===== src/rtl/clk_pkg.sv =====
// Shared constants and elaboration helpers for the tick generator.
//   DEC_MOD / DEC_W : decade stage modulus and counter width
//   clog2()         : ceiling log2, used to size the prescaler counter
//   calc_p()        : prescaler ratio P = CLK_HZ / BASE_HZ
//   params_ok()     : legality of a parameter set, checked at elaboration
package clk_pkg;

  localparam int DEC_MOD = 10;
  localparam int DEC_W   = 4;

  function automatic int clog2(input int value);
    int result;
    int rem;
    result = 0;
    rem    = value - 1;
    while (rem > 0) begin
      result++;
      rem = rem >> 1;
    end
    return result;
  endfunction

  function automatic int calc_p(input int clk_hz, input int base_hz);
    return (base_hz > 0) ? clk_hz / base_hz : 0;
  endfunction

  // P must divide evenly, be even and >= 2; FAST_DIV likewise and no
  // larger than P so a fast-mode counter never needs more bits than P.
  function automatic bit params_ok(input int clk_hz, input int base_hz,
                                   input int n_dec, input int fast_div);
    int p;
    if (base_hz <= 0 || clk_hz <= 0) return 1'b0;
    if ((clk_hz % base_hz) != 0)    return 1'b0;
    p = clk_hz / base_hz;
    if (p < 2 || (p % 2) != 0)      return 1'b0;
    if (n_dec < 1 || n_dec > 9)     return 1'b0;
    if (fast_div < 2 || (fast_div % 2) != 0 || fast_div > p) return 1'b0;
    return 1'b1;
  endfunction

endpackage


===== src/rtl/decade_stage.sv =====
// One divide-by-10 stage of the tick chain.
//   CLK, RST  : clock, asynchronous active-low reset
//   en        : count enable (low holds dcnt and sqw, forces tick low)
//   clr       : synchronous clear of dcnt, tick, sqw
//   carry_in  : single-cycle carry from the previous stage
//   carry_out : combinational carry to the next stage (carry_in at dcnt==9)
//   tick      : registered carry_out, aligned with all lower-stage ticks
//   sqw       : registered (next dcnt >= 5), 50 % duty
module decade_stage
  import clk_pkg::*;
(
  input  logic CLK,
  input  logic RST,
  input  logic en,
  input  logic clr,
  input  logic carry_in,
  output logic carry_out,
  output logic tick,
  output logic sqw
);

  localparam logic [DEC_W-1:0] LAST = DEC_W'(DEC_MOD - 1);
  localparam logic [DEC_W-1:0] HALF = DEC_W'(DEC_MOD / 2);

  logic [DEC_W-1:0] dcnt;
  logic [DEC_W-1:0] dcnt_nxt;

  // NOTE: every signal gets a default before the conditional logic so no
  // path leaves it unassigned, which would otherwise infer a latch.
  always_comb begin
    dcnt_nxt  = dcnt;
    carry_out = carry_in && (dcnt == LAST);
    if (carry_in) begin
      dcnt_nxt = (dcnt == LAST) ? '0 : dcnt + DEC_W'(1);
    end
  end

  // NOTE: non-blocking assignments make every register sample the
  // pre-edge values, so the stages update together without ordering races.
  always_ff @(posedge CLK or negedge RST) begin
    if (!RST) begin
      dcnt <= '0;
      tick <= 1'b0;
      sqw  <= 1'b0;
    end else if (clr) begin
      dcnt <= '0;
      tick <= 1'b0;
      sqw  <= 1'b0;
    end else if (en) begin
      dcnt <= dcnt_nxt;
      tick <= carry_out;
      sqw  <= (dcnt_nxt >= HALF);
    end else begin
      tick <= 1'b0;
    end
  end

endmodule


===== src/rtl/clk_tick_gen.sv =====
// Prescaler plus N_DEC cascaded decade stages, all in the CLK domain.
//   CLK      : system clock
//   RST      : asynchronous, active-low reset
//   EN       : count enable; low freezes all counters and silences TICK
//   SYNC_CLR : synchronous clear of all counters and outputs (beats EN)
//   FAST     : 1 = prescaler divides by FAST_DIV instead of P
//   TICK     : [0] base-rate enable, [k] stage-k enable, one cycle wide
//   SQW      : registered 50 % duty square wave per stage
module clk_tick_gen
  import clk_pkg::*;
#(
  parameter int CLK_HZ   = 50_000_000,
  parameter int BASE_HZ  = 1_000_000,
  parameter int N_DEC    = 6,
  parameter int FAST_DIV = 2
) (
  input  logic             CLK,
  input  logic             RST,
  input  logic             EN,
  input  logic             SYNC_CLR,
  input  logic             FAST,
  output logic [N_DEC:0]   TICK,
  output logic [N_DEC:0]   SQW
);

  localparam int P      = calc_p(CLK_HZ, BASE_HZ);
  localparam int PCNT_W = (clog2(P) < 1) ? 1 : clog2(P);

  localparam logic [PCNT_W-1:0] P_LAST    = PCNT_W'(P - 1);
  localparam logic [PCNT_W-1:0] P_HALF    = PCNT_W'(P / 2);
  localparam logic [PCNT_W-1:0] FAST_LAST = PCNT_W'(FAST_DIV - 1);
  localparam logic [PCNT_W-1:0] FAST_HALF = PCNT_W'(FAST_DIV / 2);

  if (!params_ok(CLK_HZ, BASE_HZ, N_DEC, FAST_DIV)) begin : g_param_check
    $error("clk_tick_gen: illegal parameters CLK_HZ=%0d BASE_HZ=%0d N_DEC=%0d FAST_DIV=%0d",
           CLK_HZ, BASE_HZ, N_DEC, FAST_DIV);
  end

  logic [PCNT_W-1:0] pcnt;
  logic [PCNT_W-1:0] pcnt_nxt;
  logic [PCNT_W-1:0] d_last;
  logic [PCNT_W-1:0] d_half;
  logic              pwrap;
  logic              tick_base;
  logic              sqw_base;
  logic [N_DEC:0]    carry;
  logic [N_DEC:1]    tick_dec;
  logic [N_DEC:1]    sqw_dec;

  // Wrapping on ">=" rather than "==" means a switch to a shorter ratio
  // mid-count terminates immediately instead of running past the end.
  always_comb begin
    d_last   = FAST ? FAST_LAST : P_LAST;
    d_half   = FAST ? FAST_HALF : P_HALF;
    pwrap    = (pcnt >= d_last);
    pcnt_nxt = pwrap ? '0 : pcnt + PCNT_W'(1);
    carry[0] = EN && !SYNC_CLR && pwrap;
  end

  always_ff @(posedge CLK or negedge RST) begin
    if (!RST) begin
      pcnt      <= '0;
      tick_base <= 1'b0;
      sqw_base  <= 1'b0;
    end else if (SYNC_CLR) begin
      pcnt      <= '0;
      tick_base <= 1'b0;
      sqw_base  <= 1'b0;
    end else if (EN) begin
      pcnt      <= pcnt_nxt;
      tick_base <= pwrap;
      sqw_base  <= (pcnt_nxt >= d_half);
    end else begin
      tick_base <= 1'b0;
    end
  end

  for (genvar k = 1; k <= N_DEC; k++) begin : g_dec
    decade_stage u_stage (
      .CLK       (CLK),
      .RST       (RST),
      .en        (EN),
      .clr       (SYNC_CLR),
      .carry_in  (carry[k-1]),
      .carry_out (carry[k]),
      .tick      (tick_dec[k]),
      .sqw       (sqw_dec[k])
    );
  end

  assign TICK = {tick_dec, tick_base};
  assign SQW  = {sqw_dec, sqw_base};

endmodule


===== config.mk =====
export PLATFORM = sky130hd
export DESIGN_NAME = clk_tick_gen
export DESIGN_NICKNAME = d
export VERILOG_FILES = /design/src/rtl/clk_pkg.sv /design/src/rtl/decade_stage.sv /design/src/rtl/clk_tick_gen.sv
export SDC_FILE = /design/constraint.sdc
export NUM_CORES = 1
export LEC_CHECK = 0
export CORE_MARGIN = 8
export CORE_UTILIZATION = 45
export DETAILED_ROUTE_END_ITERATION = 8
export HOLD_SLACK_MARGIN = 0.05
export PLACE_DENSITY = 0.68
export SYNTH_ARGS = -nofsm -noshare
export SYNTH_HDL_FRONTEND = slang
export SYNTH_SLANG_ARGS = --single-unit

===== constraint.sdc =====
create_clock -name CLK -period 6.6 [get_ports CLK]
set_input_delay 1.32 -clock CLK [delete_from_list [all_inputs] [get_ports CLK]]
set_output_delay 1.32 -clock CLK [all_outputs]
set_load 0.01 [all_outputs]

## Word-level counts from Yosys, hierarchy flattened

Index checks and enable logic that the tools add are counted.

| word-level totals | value |
|---|---|
| bits in writable memories | 0 |
| memory bits (read-only) | 0 |
| latch bits | 0 |
| flip-flop bits (word level) | 44 |
| memories kept | 0 |
| input port bits | 5 |

| cells by class | value |
|---|---|
| muxes and demuxes | 57 |
| multiply operators | 0 |
| div/mod/pow operators | 0 |
| reductions and logical operators | 10 |
| shift operators | 0 |
| bitwise gates (word level) | 0 |
| order comparisons | 8 |
| $add $sub $neg | 7 |
| equality and inequality tests | 6 |

Operator list:

| cell | number |
|---|---|
| 4-bit two-way mux | 24 |
| 1-bit two-way mux | 28 |
| 4-bit by 1-bit adder with 4-bit output, second input constant | 6 |
| 4-bit equality test, second input constant | 6 |
| 4-bit by 3-bit greater-or-equal comparator with 1-bit output, second input constant | 6 |
| 6-bit two-way mux | 4 |
| 1-bit logical AND | 8 |
| 6-bit by 1-bit adder with 6-bit output, second input constant | 1 |
| 6-bit by 5-bit greater-or-equal comparator with 1-bit output | 1 |
| 6-bit greater-or-equal comparator | 1 |
| 5-bit two-way mux | 1 |
| 2-bit nonzero test | 1 |
| 1-bit zero test | 1 |

## Longest topological paths before layout

| logic depth | value |
|---|---|
| word-level depth | 12 |
| gate-level depth with buffers | 10 |
| mapped depth without buffers | 9 |

## By module

From an unflattened synthesis, not the netlist that was laid out.

| second synthesis, totals | value |
|---|---|
| cell total of the unflattened synthesis | 277 |
| area, all modules | 2,492.4 µm² |

Modules (own cells, without submodules):

| module | sequential area each (µm²) | area each (µm²) | instances | cells each |
|---|---|---|---|---|
| decade_stage | 150.1 | 314.1 | 6 | 35 |
| clk_tick_gen | 200.2 | 608.1 | 1 | 67 |

## Worst setup path after synthesis

No wires, ideal clock.

| timing path | value |
|---|---|
| path kind | input-to-reg |
| start point | input FAST |
| end point | register sqw_base |
| data required time | 6,501 ps |
| data arrival time | 2,882 ps |
| path slack | 3,619 ps |
| stages | 9 |
| cells stage by stage | ha_1 -> nand2_1 -> o21ai_1 -> buf_2 -> nor2_1 -> ha_1 -> o311a_1 -> o21ai_0 -> a311oi_1 |

| between the ends | value |
|---|---|
| word-level cells in the longest chain between the ends | 6 |
| elaborated cells on any way between the ends | 7 |
| those cells by class | order compare (2); mux (5) |

RTL lines:

| element | RTL line | RTL |
|---|---|---|
| start, declared | clk_tick_gen.sv:21 | `input logic FAST,` |
| 6-bit two-way mux | clk_tick_gen.sv:53 | `d_last = FAST ? FAST_LAST : P_LAST;` |
| 6-bit greater-or-equal comparator | clk_tick_gen.sv:55 | `pwrap = (pcnt >= d_last);` |
| 6-bit two-way mux | clk_tick_gen.sv:56 | `pcnt_nxt = pwrap ? '0 : pcnt + PCNT_W'(1);` |
| 6-bit by 5-bit greater-or-equal comparator with 1-bit output * | clk_tick_gen.sv:72 | `sqw_base <= (pcnt_nxt >= d_half);` |
| 1-bit two-way mux * | clk_tick_gen.sv:69 | `end else if (EN) begin` |
| 1-bit two-way mux * | clk_tick_gen.sv:65 | `end else if (SYNC_CLR) begin` |
| end signal, assigned | clk_tick_gen.sv:72 |  |
| end, declared | clk_tick_gen.sv:45 | `logic sqw_base;` |

Mark *: on every way between the ends. The rest lies on a longest branch, timed or not. The select of a mux whose other input is x is not followed.
A chain may end at the register's enable or synchronous reset.

## Worst setup path after layout

| timing path | value |
|---|---|
| start point | input FAST |
| end point | register g_dec[5].u_stage.sqw |

| between the ends | value |
|---|---|
| word-level cells in the longest chain between the ends | 11 |

RTL lines:

| element | RTL line | RTL |
|---|---|---|
| 6-bit two-way mux | clk_tick_gen.sv:53 |  |
| 6-bit greater-or-equal comparator | clk_tick_gen.sv:55 |  |
| 1-bit logical AND | clk_tick_gen.sv:57 | `carry[0] = EN && !SYNC_CLR && pwrap;` |
| 1-bit logical AND (4 in series) | decade_stage.sv:32 | `carry_out = carry_in && (dcnt == LAST);` |
| 4-bit two-way mux | decade_stage.sv:33 | `if (carry_in) begin` |
| 4-bit by 3-bit greater-or-equal comparator with 1-bit output | decade_stage.sv:52 | `sqw <= (dcnt_nxt >= HALF);` |
| 1-bit two-way mux | decade_stage.sv:49 | `end else if (en) begin` |
| 1-bit two-way mux | decade_stage.sv:45 | `end else if (clr) begin` |
| end signal, assigned | decade_stage.sv:52 |  |
| end, declared | decade_stage.sv:19 | `output logic sqw` |

No other way between the ends. The select of a mux whose other input is x is not followed.

==> flow_results.org <==
** CTS
- The tree built by TritonCTS fans out to 44 sinks.
- The clock passes through at most 2 buffers.
- TritonCTS created 5 clock buffers.
- The H-tree was split into 2 levels.
- In this run the post-CTS setup repair buffer count came out at 0.
- For the worst-skew pair, the clock arrives at the later sink with an insertion delay of 0.29 ns.
- Clock slew seen by the registers of the worst setup and hold paths :: 0.08 ns
- The tree is rooted in a clkbuf_8.
- CTS tree :: yes
- Post-cts hold buffer count :: 0
- Cells resized by post-CTS repair :: 0

** Placement
- Setup Slack @ Placement :: 2.62 ns
- Once placement finished, the instance area stood at 2910 sq um.
- Total instance count after detailed placement :: 369
- Detailed placement ended at an HPWL of 3.88 mm.
- Final weighted congestion in routability-driven placement :: 0.811
- Input and output buffers added on the ports amount to 18.

** Min path
- Class of the tightest hold or removal check :: flip-flop to flip-flop

** Global route
- Antenna violations before repair :: 0
- First-pass GRT wire length :: 9.90 mm
- Overall global routing resource usage :: 13.5%
- The via count of the first global-routing pass was 2105.
- Aggregate global routing overflow :: 0
- Largest net degree at the start of global routing :: 45

** Cells and area
- Share of final-layout standard cells stronger than drive strength 1 :: 7.67%
- The net count of the finished layout is 323.
- Non-filler cells, final :: 377
- Syn-to-layout area delta :: 7.24%
- Design Area, Final :: 3020 sq um
- Measured on the finished design, the core utilization comes to 48.7%.
- Diodes inserted :: 0

** Critical path
- The most critical setup path has its endpoint at g_dec[5].u_stage.sqw$_DFFE_PN0P_.
- Critical path endpoint category :: flip-flop
- The critical path starts at FAST.
- Traced cell by cell, the critical path runs through clkdlybuf4s50_1, ha_1, a21oi_1, o21a_1, nor3_2, a21oi_1, a41oi_1.
- The worst register-to-register path ends at g_dec[5].u_stage.sqw$_DFFE_PN0P_.
- Setup slack on the worst reg-to-reg path comes out at 4.04 ns.
- Crit Reg-Reg Startpoint :: pcnt[1]$_DFFE_PN0P_
- Data on the critical path is required at its endpoint by 6.71 ns.
- Buffers plus inverters on the worst setup path :: 1
- The critical path runs through a total of 7 cells.
- Startpoint-to-endpoint class of the critical path :: input pin to flip-flop
- Data on the critical path arrives at its endpoint at 3.74 ns.
- Critical Path Fanout Max :: 26
- The worst setup path is launched from an input pin.
- Counting stages on the worst path, the most repeated cell is a21oi_1.
- Among all stages on the critical path, the largest delay is contributed by o21a_1.
- Worst Reg-to-Reg Cells :: 7
- Broken down by cell family, the worst path's largest delay share belongs to compound AO/OA/AOI/OAI gates.
- For this run, the slowest stage of the critical path takes 0.80 ns.

** Drt
- Remaining number of nets flagged by the antenna check after routing :: 0
- After the first detailed-routing iteration, the DRC count stood at 110.
- Detailed-route via count :: 2138
- Before antenna repair, the detailed router went through 4 iterations.
- Via count normalized by instance count :: 5.67
- Residual DRC :: 0
- Wire length per cell after detailed routing :: 15.0 um
- Wire length after detailed routing :: 5.67 mm

** STA
- Number of setup violations in the final report :: 0
- On the final layout, the worst clock skew is 0.00318 ns.
- For the pin with the worst max-slew slack, the measured transition is 0.981 ns.
- For this run, the top clock speed supported by timing is 275 MHz.
- Count of pins over their slew limit :: 0
- Post-route setup TNS :: 0 ns
- Worst slew margin relative to its limit :: 34.6%
- Setup slack of the critical path after layout :: 2.97 ns
- Setup repair after global routing left no endpoint under its margin.
- Clock period minus worst slack :: 3.63 ns
- The hold violation count in the final report came to 0.
- In the finished design, the share of the clock period the worst path needs comes to 55.0%.
- Minimum hold slack :: 0.503 ns

** Synth
- Most used DFF post-synth :: dfrtp_1
- Number of standard cells after synthesis :: 302
- Proportion of synthesized flip-flops having asynchronous set or reset :: 100%
- Syn_nets :: 326
- After synthesis the netlist holds a flip-flop and latch count of 44.
- Count of flip-flops with a built-in enable after synthesis :: 0
- Yosys mapped the design onto 65 distinct sky130hd cell types.
- Share of the yosys chip area belonging to registers :: 39.1%
- For this run, the number of Yosys warnings is 0.
- After synthesis the cells add up to 2820 sq um.
- Post-Syn Area per Cell :: 9.33 sq um

** Floorplanning
- Cell row count :: 29
- Vertical die dimension :: 95.1 um
- The die covers 9050 sq um.
- After floorplanning, the core was sized to cover 6200 sq um.
- For this configuration, the core starts out at a cell density of 45.4%.
- Die width :: 95.1 um
- I/O pin total :: 19

** Pwr
- IR analysis of the VDD net gives a maximum drop of 98.2 uV.
- The design draws 0.514 mW.
- The analysis attributes to cell leakage a power of 1.33 nW.
- In this run the power density over the cells is 170 nW/um^2.

** Outcome
- Run status :: complete, no violations

** Run
- The tool flagged a number of max-cap violations equal to 0.
flip-flops by register name, summed over array words and instances (netlist names):
register            cells
g_dec.u_stage.tick      6
tick_base               1
pcnt                    6
g_dec.u_stage.dcnt     24
sqw_base                1
g_dec.u_stage.sqw       6
final cells by class:
type | instances | area [sq um]
fillers | 576 | 3180
multi-input cells | 217 | 1490
flip-flops and latches | 44 | 1100
repair buffers | 19 | 183
well taps | 77 | 96.3
clock buffers | 6 | 72.6
inverters | 12 | 45.0
clock inverters | 2 | 35.0
cells in the final DEF, fill, tap and decap left out, types with 4 or more instances in the layout:
master           netlist  layout
dfrtp_1               44      44
nand2_1               30      30
nor2_1                30      30
ha_1                  19      19
clkdlybuf4s50_1        0      17
a21oi_1               13      13
o21ai_0               13      13
nand3_1               12      12
inv_1                 11      11
mux2i_1                8       8
o31ai_1                6       6
clkbuf_8               0       5
and2_1                 4       4
and3b_1                4       4
nor2b_1                4       4
a31oi_1                4       4
or3_1                  4       4
kinds of logic after synthesis:
family,Yosys count,share of synthesized area (%)
buf+inv,41,8.08
simple gates,117,22.7
mux,10,3.64
compound gates,66,16.5
fa+ha+maj,19,8.44
flops,44,39.1
xor+xnor,5,1.55
worst register-to-register path, delay by kind of cell, from the launching register on:
family / cells / cell delay, ns
AO/OA/AOI/OAI: 3 / 1.21
adder cells (fa/ha/maj): 1 / 0.20
buffers and inverters: 1 / 0.08
flip-flops: 1 / 0.40
AND/OR/NAND/NOR: 2 / 0.48
how the worst min path moves through the flow:
stage / cells after the start / end / from
2_1_floorplan: 2 / g_dec[2].u_stage.sqw$_DFFE_PN0P_ / g_dec[2].u_stage.sqw$_DFFE_PN0P_
3_3_place_gp: 2 / g_dec[3].u_stage.sqw$_DFFE_PN0P_ / g_dec[3].u_stage.sqw$_DFFE_PN0P_
3_5_place_dp: 2 / g_dec[1].u_stage.sqw$_DFFE_PN0P_ / g_dec[1].u_stage.sqw$_DFFE_PN0P_
4_1_cts: 2 / g_dec[1].u_stage.sqw$_DFFE_PN0P_ / g_dec[1].u_stage.sqw$_DFFE_PN0P_
5_1_grt: 2 / g_dec[2].u_stage.sqw$_DFFE_PN0P_ / g_dec[2].u_stage.sqw$_DFFE_PN0P_
6_report: 2 / g_dec[3].u_stage.sqw$_DFFE_PN0P_ / g_dec[3].u_stage.sqw$_DFFE_PN0P_
synthesized netlist by cell type, types with 6 or more instances:
master	number	area share, %
a21oi_1	13	2.3
buf_4	17	4.5
clkbuf_1	7	0.93
dfrtp_1	44	39
ha_1	19	8.4
inv_1	11	1.5
mux2i_1	8	2.8
nand2_1	30	4.0
nand3_1	12	2.1
nor2_1	30	4.0
o21ai_0	13	2.3
o31ai_1	6	1.6
power by group:
group          internal, mW  switching, mW  total [mW]
clock                 0.112         0.0923       0.205
combinational        0.0114         0.0244      0.0358
sequential            0.271        0.00212       0.273
per-layer routing:
layer | vias to the layer above | track usage, % | part of all wire (%)
li1 | 1058 | - | -
met1 | 1031 | 17.4 | 47
met2 | 41 | 22.0 | 48
met3 | 8 | 2.20 | 3.9
met4 | 0 | 5.46 | 1.5
met5 | - | 0 | 0
Power figures use the tool's default switching activity.
